==> config.mk <==
export PLATFORM = sky130hd
export DESIGN_NAME = register_bank_nab
export DESIGN_NICKNAME = d
export VERILOG_FILES = /design/src/rtl/register_bank_nab.sv
export SDC_FILE = /design/constraint.sdc
export NUM_CORES = 1
export LEC_CHECK = 0
export BUFFER_PORTS_ARGS = -buffer_cell sky130_fd_sc_hd__buf_4
export CORE_MARGIN = 10
export CORE_UTILIZATION = 30
export DETAILED_ROUTE_END_ITERATION = 8
export HOLD_SLACK_MARGIN = 0.05
export PLACE_DENSITY = 0.57
export SETUP_SLACK_MARGIN = 0.5
export SYNTH_ARGS = -nofsm -noshare
export SYNTH_HDL_FRONTEND = slang
export SYNTH_SLANG_ARGS = --single-unit
==> constraint.sdc <==
create_clock -name CLK -period 3.13 [get_ports CLK]
set_input_delay 0 -clock CLK [delete_from_list [all_inputs] [get_ports CLK]]
set_output_delay 0 -clock CLK [all_outputs]
set_load 0.01 [all_outputs]
==> src/rtl/register_bank_nab.sv <==
// rtl/register_bank_nab.sv - NREG x WIDTH register bank with store, increment and registered read
// Active-low strobes; store beats increment on the same register, read sees pre-edge contents.
module register_bank_nab #(
  parameter int WIDTH = 4,
  parameter int NREG  = 4,
  parameter int AW    = 2,
  parameter int CW    = 4
) (
  input  logic             CLK,
  input  logic             RST,
  input  logic             nST,
  input  logic [AW-1:0]    ST_SEL,
  input  logic [WIDTH-1:0] STOREDATA,
  input  logic             nINC,
  input  logic [AW-1:0]    INC_SEL,
  input  logic             nOUT,
  input  logic [AW-1:0]    OUT_SEL,
  output logic [WIDTH-1:0] LOADDATA,
  output logic             CARRY,
  output logic [CW-1:0]    COUNTER
);

  localparam logic [AW:0] NREG_L = (AW+1)'(NREG);

  logic [WIDTH-1:0] regs_q [NREG];
  logic [WIDTH-1:0] regs_d [NREG];
  logic [WIDTH-1:0] loaddata_q, loaddata_d;
  logic             carry_q, carry_d;
  logic [CW-1:0]    counter_q, counter_d;

  logic             st_ok, inc_ok, inc_go, out_ok;
  logic [WIDTH:0]   inc_sum;

  always_comb begin
    st_ok  = !nST  && ({1'b0, ST_SEL}  < NREG_L);
    inc_ok = !nINC && ({1'b0, INC_SEL} < NREG_L);
    out_ok = !nOUT && ({1'b0, OUT_SEL} < NREG_L);
    // A store to the same register swallows the increment, carry included.
    inc_go = inc_ok && !(st_ok && (ST_SEL == INC_SEL));

    inc_sum = '0;
    if (inc_ok) inc_sum = {1'b0, regs_q[INC_SEL]} + (WIDTH+1)'(1);

    regs_d    = regs_q;
    carry_d   = carry_q;
    counter_d = counter_q;
    if (inc_go) begin
      regs_d[INC_SEL] = inc_sum[WIDTH-1:0];
      carry_d         = inc_sum[WIDTH];
    end
    if (st_ok) begin
      regs_d[ST_SEL] = STOREDATA;
      counter_d      = counter_q + CW'(1);
    end

    loaddata_d = '0;
    if (out_ok) loaddata_d = regs_q[OUT_SEL];
  end

  always_ff @(posedge CLK or negedge RST) begin
    if (!RST) begin
      for (int i = 0; i < NREG; i++) regs_q[i] <= '0;
      loaddata_q <= '0;
      carry_q    <= 1'b0;
      counter_q  <= '0;
    end else begin
      for (int i = 0; i < NREG; i++) regs_q[i] <= regs_d[i];
      loaddata_q <= loaddata_d;
      carry_q    <= carry_d;
      counter_q  <= counter_d;
    end
  end

  assign LOADDATA = loaddata_q;
  assign CARRY    = carry_q;
  assign COUNTER  = counter_q;

endmodule
Yosys cells after proc, flatten, opt, wreduce, memory -nomap -nowiden:

Index checks and enable logic that the tools add are counted.

* muxes and demuxes: 16
* multipliers: 0
* bitwise logic cells: 3
* reductions and logical operators: 7
* shift operators: 0
* magnitude comparators: 5
* add/sub/neg operators: 2
* divide/modulo/power cells: 0
* equal/unequal tests: 1

Operator list (count)
* bitwise mux 16 bit: 2
* two-way mux 16 bit: 2
* two-way mux 4 bit: 7
* binary-select mux 4 bit (select 2 bit): 2
* demux 4 bit (select 2 bit): 2
* greater-or-equal comparator 3 bit, second input constant: 3
* inverter 2 -> 3 bit: 3
* less-than comparator 3 x 1 -> 1 bit, second input constant: 2
* adder 4 x 1 -> 5 bit, second input constant: 1
* two-way mux 5 bit: 1
* adder 4 x 1 -> 4 bit, second input constant: 1
* logical AND 1 bit: 4
* zero test 1 bit: 3
* equality test 2 bit: 1

* latch bits: 0
* RAM bits: 0
* register bits after elaboration: 25
* logic and storage cells: 41
* bits in read-only memories: 0
* memories: 0
* input port bits: 15
* output and inout bits: 9

Depth between registers and ports, before layout:

Gate-level depths: netlist of the first run.

* depth in word-level cells: 10
* gate-level depth with buffers: 8
* gate-level depth less buffers: 7

Least setup slack after synthesis of the first run:

Ideal clock, no wire load.

* kind: register -> register
* start: register regs_q[1] in the netlist's numbering
* end: register regs_q[14] in the netlist's numbering
* period minus slack after synthesis: 1561 ps
* data arrival time: 1432 ps
* data required time: 3001 ps
* stages on the path, launching flop included: 6
* path buffers: 0
* setup slack: 1569 ps
* setup time: 129 ps
* cell sequence: dfrtp_1 -> mux4_2 -> ha_1 -> xor2_1 -> nand2_1 -> o21ai_0

RTL lines
* from (decl): line 25 `logic [WIDTH-1:0] regs_q [NREG];`

==> results.rst, run 1 <==
.. list-table::
   :header-rows: 1

   * - Metric
     - Value
   * - DR top layer
     - met4
   * - Relative max-transition margin
     - 0.363
   * - Antenna violations before repair
     - 0
   * - Total number of cells along the worst setup path
     - 6
   * - Internal reg-to-reg setup slack
     - approximately 1400 ps
   * - Crit path to
     - regs_q[7]
   * - Worst hold path depth
     - 4
   * - Final wirelength
     - about 3700 um
   * - Number of clock sinks
     - 25
   * - Die Ht
     - 91.2 um
   * - Total CTS buffers
     - 3
   * - Effective utilization at floorplan
     - 0.316
   * - Seq cells post-synth
     - 25
   * - Net total in the final layout
     - between 150 and 200
   * - 1st-pass router iterations
     - 4
   * - Routed wire length per instance
     - 15.9 um
   * - Hold_ws
     - roughly 100 ps
   * - Count of pins on the block boundary
     - 24
   * - Post-layout utilization of the core
     - 0.384
   * - Buf/Inv on CP
     - 2
   * - Synth Warn #
     - 0
   * - Number of placement rows
     - 25
   * - Category of cells accounting for the largest share of critical-path delay
     - simple AND/OR/NAND/NOR gates
   * - Critical path startpoint
     - nST
   * - Tightest Pin Transition
     - approximately 950 ps
   * - Top cells by area, synth
     - dfrtp_1, mux4_2, mux2i_1
   * - Maximum count of clock buffers along a single path
     - 2
   * - Clock network latency to the later pin of the worst-skew pair
     - approximately 270 ps
   * - Via count of the first global-routing pass
     - 1213
   * - Critical Path Max Stage Delay
     - about 600 ps
   * - Input/output buffers
     - 23
   * - Static Leakage
     - roughly 0.82 nW
   * - Pwr dens
     - 583 mW/mm^2
   * - Maximum number of pins on one net before global-route repair
     - 26
   * - Number of nets with antenna violations after detailed routing
     - 0
   * - Worst supply voltage drop on vdd
     - between 150 and 200 uV
   * - Post-route DRC
     - 0
   * - Setup repair after global routing missed its margin
     - no
   * - Total routing resource utilization after global routing
     - 0.0945
   * - Clock-pin slew reported for the worst setup and hold paths after clock tree synthesis
     - 80 ps
   * - Syn Inst Count
     - approximately 140
   * - Clock tree from TritonCTS
     - done
   * - Fin. Hold Viols
     - 0
   * - Routed length on met1
     - between 1500 and 2000 um
   * - Resize count post-CTS
     - 0
   * - Post-synthesis cell area
     - 0.00152 sq mm
   * - Worst r2r dst
     - regs_q[14]
   * - Number of synthesized flops with an enable pin
     - 0
   * - Detailed-routed wire length on met3
     - approximately 160 um
   * - Max Fanout on Critical Path
     - 12
   * - WP data arrival
     - 1910 ps
   * - Number of hold buffers added after cts
     - 7
   * - Most area-hungry cell type in the Yosys netlist
     - dfrtp_1
   * - Max Clk Rate
     - 0.570 GHz
   * - Post-layout min period
     - 1750 ps
   * - FF-to-FF Start
     - regs_q[1]
   * - Via density per instance
     - 5.04
   * - Overflow left after global routing
     - 0
   * - Avg Cell Area, Syn
     - around 11 sq um
   * - H-tree depth
     - 1
   * - Global placer's final weighted congestion
     - just over 0.8
   * - Share of final-layout standard cells stronger than drive strength 1
     - 0.232
   * - Final-report setup violation count
     - 0
   * - Die Footprint
     - 0.00832 sq mm
   * - Number of setup buffers added after CTS
     - 0
   * - Slowest cell on the critical path
     - nor3b_1
   * - Placed wire-length estimate
     - ~2900 um
   * - Area of the core
     - between 0.004 and 0.005 sq mm
   * - Horiz. Die Dim
     - about 91 um
   * - Critical path class
     - in -> reg
   * - Min-delay worst type
     - in -> reg
   * - Max capacitance violation total
     - 0
   * - Post-Syn Nets
     - 160
   * - Total via count in the routed design
     - about 1200
   * - Period utilisation layout
     - 0.561
   * - Synth top area share
     - 0.411
   * - Count of antenna diodes in the layout
     - 0
   * - Root Driver
     - clkbuf_8
   * - Worst Path Required
     - 3290 ps
   * - Met2 wire length
     - about 1900 um
   * - Sequential share of the synthesized area
     - 0.411
   * - Status
     - finished, final reports clean
   * - Global-route wire length before repair
     - 6420 um
   * - Final clock skew
     - between 1 and 1.5 ps
   * - Type of element capturing the critical path
     - register
   * - Number of cells traversed by the worst register-to-register path
     - 5
   * - Signed area change from the synthesized netlist to the final layout
     - 21.6%
   * - Flip-flop cell with the highest count after synthesis
     - dfrtp_1
   * - Unique masters post-synth
     - 42
   * - Worst Setup Start Kind
     - input port
   * - Accumulated negative setup slack
     - 0 ps
   * - Crit-path cells
     - dlygate4sd3_1 -> buf_4 -> nor3b_1 -> nand4bb_1 -> mux2i_1 -> a311o_1
   * - Slew Viols, Final
     - 0
   * - FILL cells
     - 509
   * - DRC violation total after the first TritonRoute iteration
     - between 100 and 150
   * - Share of synthesized registers carrying an async set or reset
     - 1.00
==> layout make-up <==
type	count	area [sq um]	share of cell area
Sequential cell	25	626	0.338
Inverter	3	11.3	0.00609
Timing Repair Buffer	31	250	0.135
Multi-Input combinational cell	105	835	0.451
Clock buffer	4	45.0	0.0243
Tap cell	67	83.8	0.0453
==> cell usage after synthesis (all sizes together), types with 3 or more instances <==
| master | n |
|---|---|
| dfrtp | 25 |
| nor3 | 5 |
| nand3b | 3 |
| inv | 3 |
| mux4 | 7 |
| buf | 4 |
| a21oi | 3 |
| nand2b | 3 |
| nor2b | 5 |
| xor2 | 3 |
| nand2 | 11 |
| nand3 | 7 |
| o21ai | 13 |
| mux2i | 12 |
| or3 | 3 |
| nor3b | 4 |
| clkbuf | 6 |
| xnor2 | 3 |
==> through the flow <==
step | setup slack [ps] | power (mW) | cell area [sq um] | cells
after floorplan | 1570 | 0.744 | 1520 | 143
after global placement | 1510 | 0.873 | 1740 | 224
after detailed placement | 1440 | 0.894 | 1740 | 224
after CTS | 1360 | 1.10 | 1850 | 235
after global routing | 1320 | 1.16 | 1850 | 235
final | 1380 | 1.08 | 1850 | 235
==> placed cells by master (no fill, tap or decap), types with 2 or more instances in the layout <==
cell type and count:
a21oi_1 3, buf_4 24, clkbuf_8 3, dfrtp_1 25, dlygate4sd3_1 7, ha_1 2
inv_1 3, mux2_2 2, mux2i_1 12, mux4_2 7, nand2_1 11, nand2b_1 3
nand3_1 6, nand3b_1 3, nor2_1 2, nor2b_1 5, nor3_1 5, nor3b_1 4
o211ai_1 2, o21ai_0 13, or3_1 2, xnor2_1 3, xor2_1 3
==> routing by layer <==
layer / track usage / up-vias
li1: - / 572
met1: 0.116 / 572
met2: 0.153 / 36
met3: 0.0214 / 5
met4: 0.0431 / 0
met5: 0 / -
==> worst min-delay path by stage <==
stage / start / endpoint / slack (ps)
2_1_floorplan: RST / CARRY / -300
3_3_place_gp: RST / regs_q[8] / -80
3_5_place_dp: RST / LOADDATA[1] / -70
4_1_cts: nINC / CARRY / 100
5_1_grt: nINC / CARRY / 130
6_report: nINC / CARRY / 100
==> sequential cells by signal, summed over array words and instances, names as in the netlist <==
register,cells
CARRY,1
LOADDATA,4
COUNTER,4
regs_q,16
==> where the power goes <==
part / total, mW / switching [mW] / leakage, nW / internal (mW)
Combinational: 0.396 / 0.180 / 0.486 / 0.216
Clock: 0.194 / 0.103 / 0.0228 / 0.0912
Sequential: 0.490 / 0.0720 / 0.313 / 0.418
Total: 1.08 / 0.354 / 0.822 / 0.726
==> worst reg2reg max path: cells and delay by family, from the launching register on <==
kind / cells / cell delay, ps
multiplexers: 1 / 520
flip-flops: 1 / 400
adder cells (fa/ha/maj): 1 / 250
AO/OA/AOI/OAI: 1 / 190
XOR/XNOR: 1 / 150
AND/OR/NAND/NOR: 1 / 110
==> logic make-up after synthesis <==
group / count (synthesis) / share of synthesized area
AOI/OAI and AO/OA: 23 / 0.0880
xor gates and xnor gates: 6 / 0.0345
adders and majority gates: 2 / 0.0164
buffers and inverters: 13 / 0.0403
DFF: 25 / 0.411
muxes: 21 / 0.197
and+or+nand+nor: 53 / 0.212
No activity file was read; power rests on OpenSTA's default activity.
==> run 2, diff against run 1 <==
- PLACE_DENSITY: 0.57 -> 0.58
- clock period: 3.13 -> 1.6 ns (I/O delays scaled with it)
==> run 2 against run 1 <==
Net effect: sequential cell count unchanged; core utilization up 6.3 points; design area up 16%; via count up 12%; first-iteration DRC count down 13%; sequential share of layout area down 4.8 points; critical path type is now reg -> reg; largest power group is now combinational cells; highest routed layer unchanged.
==> results.rst, run 2 (synthesis gave the netlist of run 1 again) <==
.. list-table::
   :header-rows: 1

   * - Metric
     - Value
   * - Largest register by flop count
     - regs_q
   * - Global-route wire length before repair
     - 6910 um (+7.6%)
   * - Antenna violations before repair
     - 0 (unchanged)
   * - Number of placement rows
     - 25 (unchanged)
   * - Min-delay worst type
     - in -> reg
   * - Final wirelength
     - 4250 um (+14%)
   * - Via density per instance
     - 5.18 (+2.8%)
   * - Max Clk Rate
     - between 0.6 and 0.7 GHz
   * - Relative max-transition margin
     - 0.731 (+0.368)
   * - Maximum count of clock buffers along a single path
     - 2 (unchanged)
   * - Setup repair after global routing missed its margin
     - yes
   * - Worst Path Required
     - 1800 ps (-1490 ps)
   * - Global placer's final weighted congestion
     - 0.858 (+3.5%)
   * - Worst r2r dst
     - regs_q[14]
   * - Horiz. Die Dim
     - 91.2 um (unchanged)
   * - Die Footprint
     - 0.00832 sq mm (unchanged)
   * - Critical Path Max Stage Delay
     - 530 ps (-60 ps)
   * - H-tree depth
     - 1 (unchanged)
   * - Final-report setup violation count
     - 0 (unchanged)
   * - Routed wire length per instance
     - 16.6 um (+4.5%)
   * - Count of pins on the block boundary
     - 24 (unchanged)
   * - Tightest Pin Transition
     - 400 ps (-548 ps)
   * - Leading cell type in the layout, fill and taps excluded
     - buf_4
   * - Worst Setup Start Kind
     - register
   * - Status
     - finished, final reports clean
   * - Leading cell types in the layout, fill and taps excluded
     - buf_4, dfrtp_1, mux2i_1
   * - Detailed-routed wire length on met3
     - 306 um (+88%)
   * - Worst supply voltage drop on vdd
     - 353 uV (+99%)
   * - Routed length on met1
     - 1890 um (+19%)
   * - Type of element capturing the critical path
     - register
   * - Total routing resource utilization after global routing
     - 0.100 (+0.00572)
   * - Accumulated negative setup slack
     - 0 ps (unchanged)
   * - Critical path class
     - reg -> reg
   * - Effective utilization at floorplan
     - 0.316 (unchanged)
   * - Die Ht
     - 91.2 um (unchanged)
   * - Post-route setup slack
     - 1.11 ps (-1370 ps)
   * - Input/output buffers
     - 23 (unchanged)
   * - Share of final-layout standard cells stronger than drive strength 1
     - 0.397 (+0.165)
   * - Total CTS buffers
     - 3 (unchanged)
   * - Pwr dens
     - 1160 mW/mm^2 (+100%)
   * - Hold Crit Start
     - nST
   * - Hold_ws
     - 54.2 ps (-49.2 ps)
   * - Fin. Hold Viols
     - 0 (unchanged)
   * - Number of clock sinks
     - 25 (unchanged)
   * - Signed area change from the synthesized netlist to the final layout
     - 41.5%
   * - Slowest cell on the critical path
     - mux4_2
   * - Internal reg-to-reg setup slack
     - 1 ps (-1430 ps)
   * - Worst setup slack before clock tree synthesis
     - 36.7 ps (-1400 ps)
   * - Worst hold path depth
     - 2 (-2)
   * - Post-route DRC
     - 0 (unchanged)
   * - Net total in the final layout
     - 207 (+11%)
   * - Post-layout min period
     - around 1600 ps
   * - Placed Area
     - 0.00180 sq mm (+4.0%)
   * - Number of standard cells in the layout, taps in and fillers out
     - 256 (+8.9%)
   * - Clock-pin slew reported for the worst setup and hold paths after clock tree synthesis
     - 90 ps (about the same)
   * - Hold path endpoint
     - COUNTER[1]
   * - Area of the core
     - 0.00482 sq mm (unchanged)
   * - Number of nets with antenna violations after detailed routing
     - 0 (unchanged)
   * - Clock network latency to the later pin of the worst-skew pair
     - 280 ps (about the same)
   * - Area of all placed cells without fillers
     - 0.00215 sq mm (+16%)
   * - FF-to-FF Start
     - regs_q[5]
   * - Post-layout utilization of the core
     - 0.447 (+0.0629)
   * - Max Fanout on Critical Path
     - 4 (-8)
   * - WP data arrival
     - 1800 ps (-110 ps)
   * - Period utilisation layout
     - 0.999
   * - Clock tree from TritonCTS
     - done
   * - DRC violation total after the first TritonRoute iteration
     - 125 (-13%)
   * - Slew Viols, Final
     - 0 (unchanged)
   * - Via count of the first global-routing pass
     - 1308 (+7.8%)
   * - Overflow left after global routing
     - 0 (unchanged)
   * - Count of antenna diodes in the layout
     - 0 (unchanged)
   * - Max capacitance violation total
     - 0 (unchanged)
   * - Static Leakage
     - 0.972 nW (+18%)
   * - Crit-path cells
     - mux4_2 -> ha_4 -> xor2_1 -> nand2_2 -> o21ai_1
   * - Root Driver
     - clkbuf_8
   * - Maximum number of pins on one net before global-route repair
     - 26 (unchanged)
   * - Max FFs per register
     - 16 (unchanged)
   * - Cell count after placement
     - 226 (+0.89%)
   * - Met2 wire length
     - 2040 um (+6.7%)
   * - Number of cells traversed by the worst register-to-register path
     - 5 (unchanged)
   * - 1st-pass router iterations
     - 4 (unchanged)
   * - Placed wire-length estimate
     - 2970 um (+3.4%)
   * - Power, Total
     - 2.51 mW (+130%)
   * - Total via count in the routed design
     - 1327 (+12%)
   * - Final clock skew
     - 6.18 ps (+4.76 ps)
   * - DR top layer
     - met4
==> run 2: cell count changes in the layout (fill, tap and decap cells not counted), moves of 3 or more <==
cell	delta
o21ai_1	+11
nor2b_4	+3
o21ai_0	-13
nor2b_1	-3
buf_6	+6
buf_4	+14
==> run 2: worst max path at each step <==
stage	from	endpoint	slack [ps]	cells after the start
CTS	regs_q[13]	regs_q[10]	30	5
global route	regs_q[5]	regs_q[2]	-20	5
detailed placement	regs_q[3]	regs_q[7]	40	4
global placement	regs_q[1]	regs_q[10]	60	5
floorplan	regs_q[1]	regs_q[10]	100	5
finish	regs_q[5]	regs_q[14]	1	5
==> run 2: worst max-delay path: cells and delay by family, from the launching register on <==
| family | cells | cell delay [ps] |
|---|---|---|
| and+or+nand+nor | 1 | 110 |
| muxes | 1 | 530 |
| AOI/OAI and AO/OA | 1 | 140 |
| adders and majority gates | 1 | 190 |
| DFF | 1 | 400 |
| xor gates and xnor gates | 1 | 150 |
==> run 2: repair_timing <==
item,CTS,global route
resized for setup,8,13
hold buffers,7,0
pin swaps,1,5
endpoints found under the hold margin,42,0
buffers inserted,7,11
gates cloned,1,0
setup endpoints to repair,21,22
==> run 2: area by class of cell <==
class | count | area (sq um)
Clock inverter | 1 | 5.00
Clock buffer | 3 | 41.3
Tap cell | 67 | 83.8
Fill cell | 473 | 2660
Timing Repair Buffer | 51 | 423
Inverter | 3 | 18.8
Sequential cell | 25 | 626
Multi-Input combinational cell | 106 | 956
==> run 2: power breakdown <==
group          total [mW]  switching, mW  internal (mW)
clock               0.390          0.215          0.175
combinational        1.17          0.493          0.678
sequential          0.948          0.130          0.817
total                2.51          0.839           1.67
==> run 2: routing by layer <==
metal | track usage | vias up
met2 | 0.157 | 41
met5 | 0 | -
met1 | 0.132 | 664
li1 | - | 620
met4 | 0.0196 | 0
met3 | 0.0329 | 2
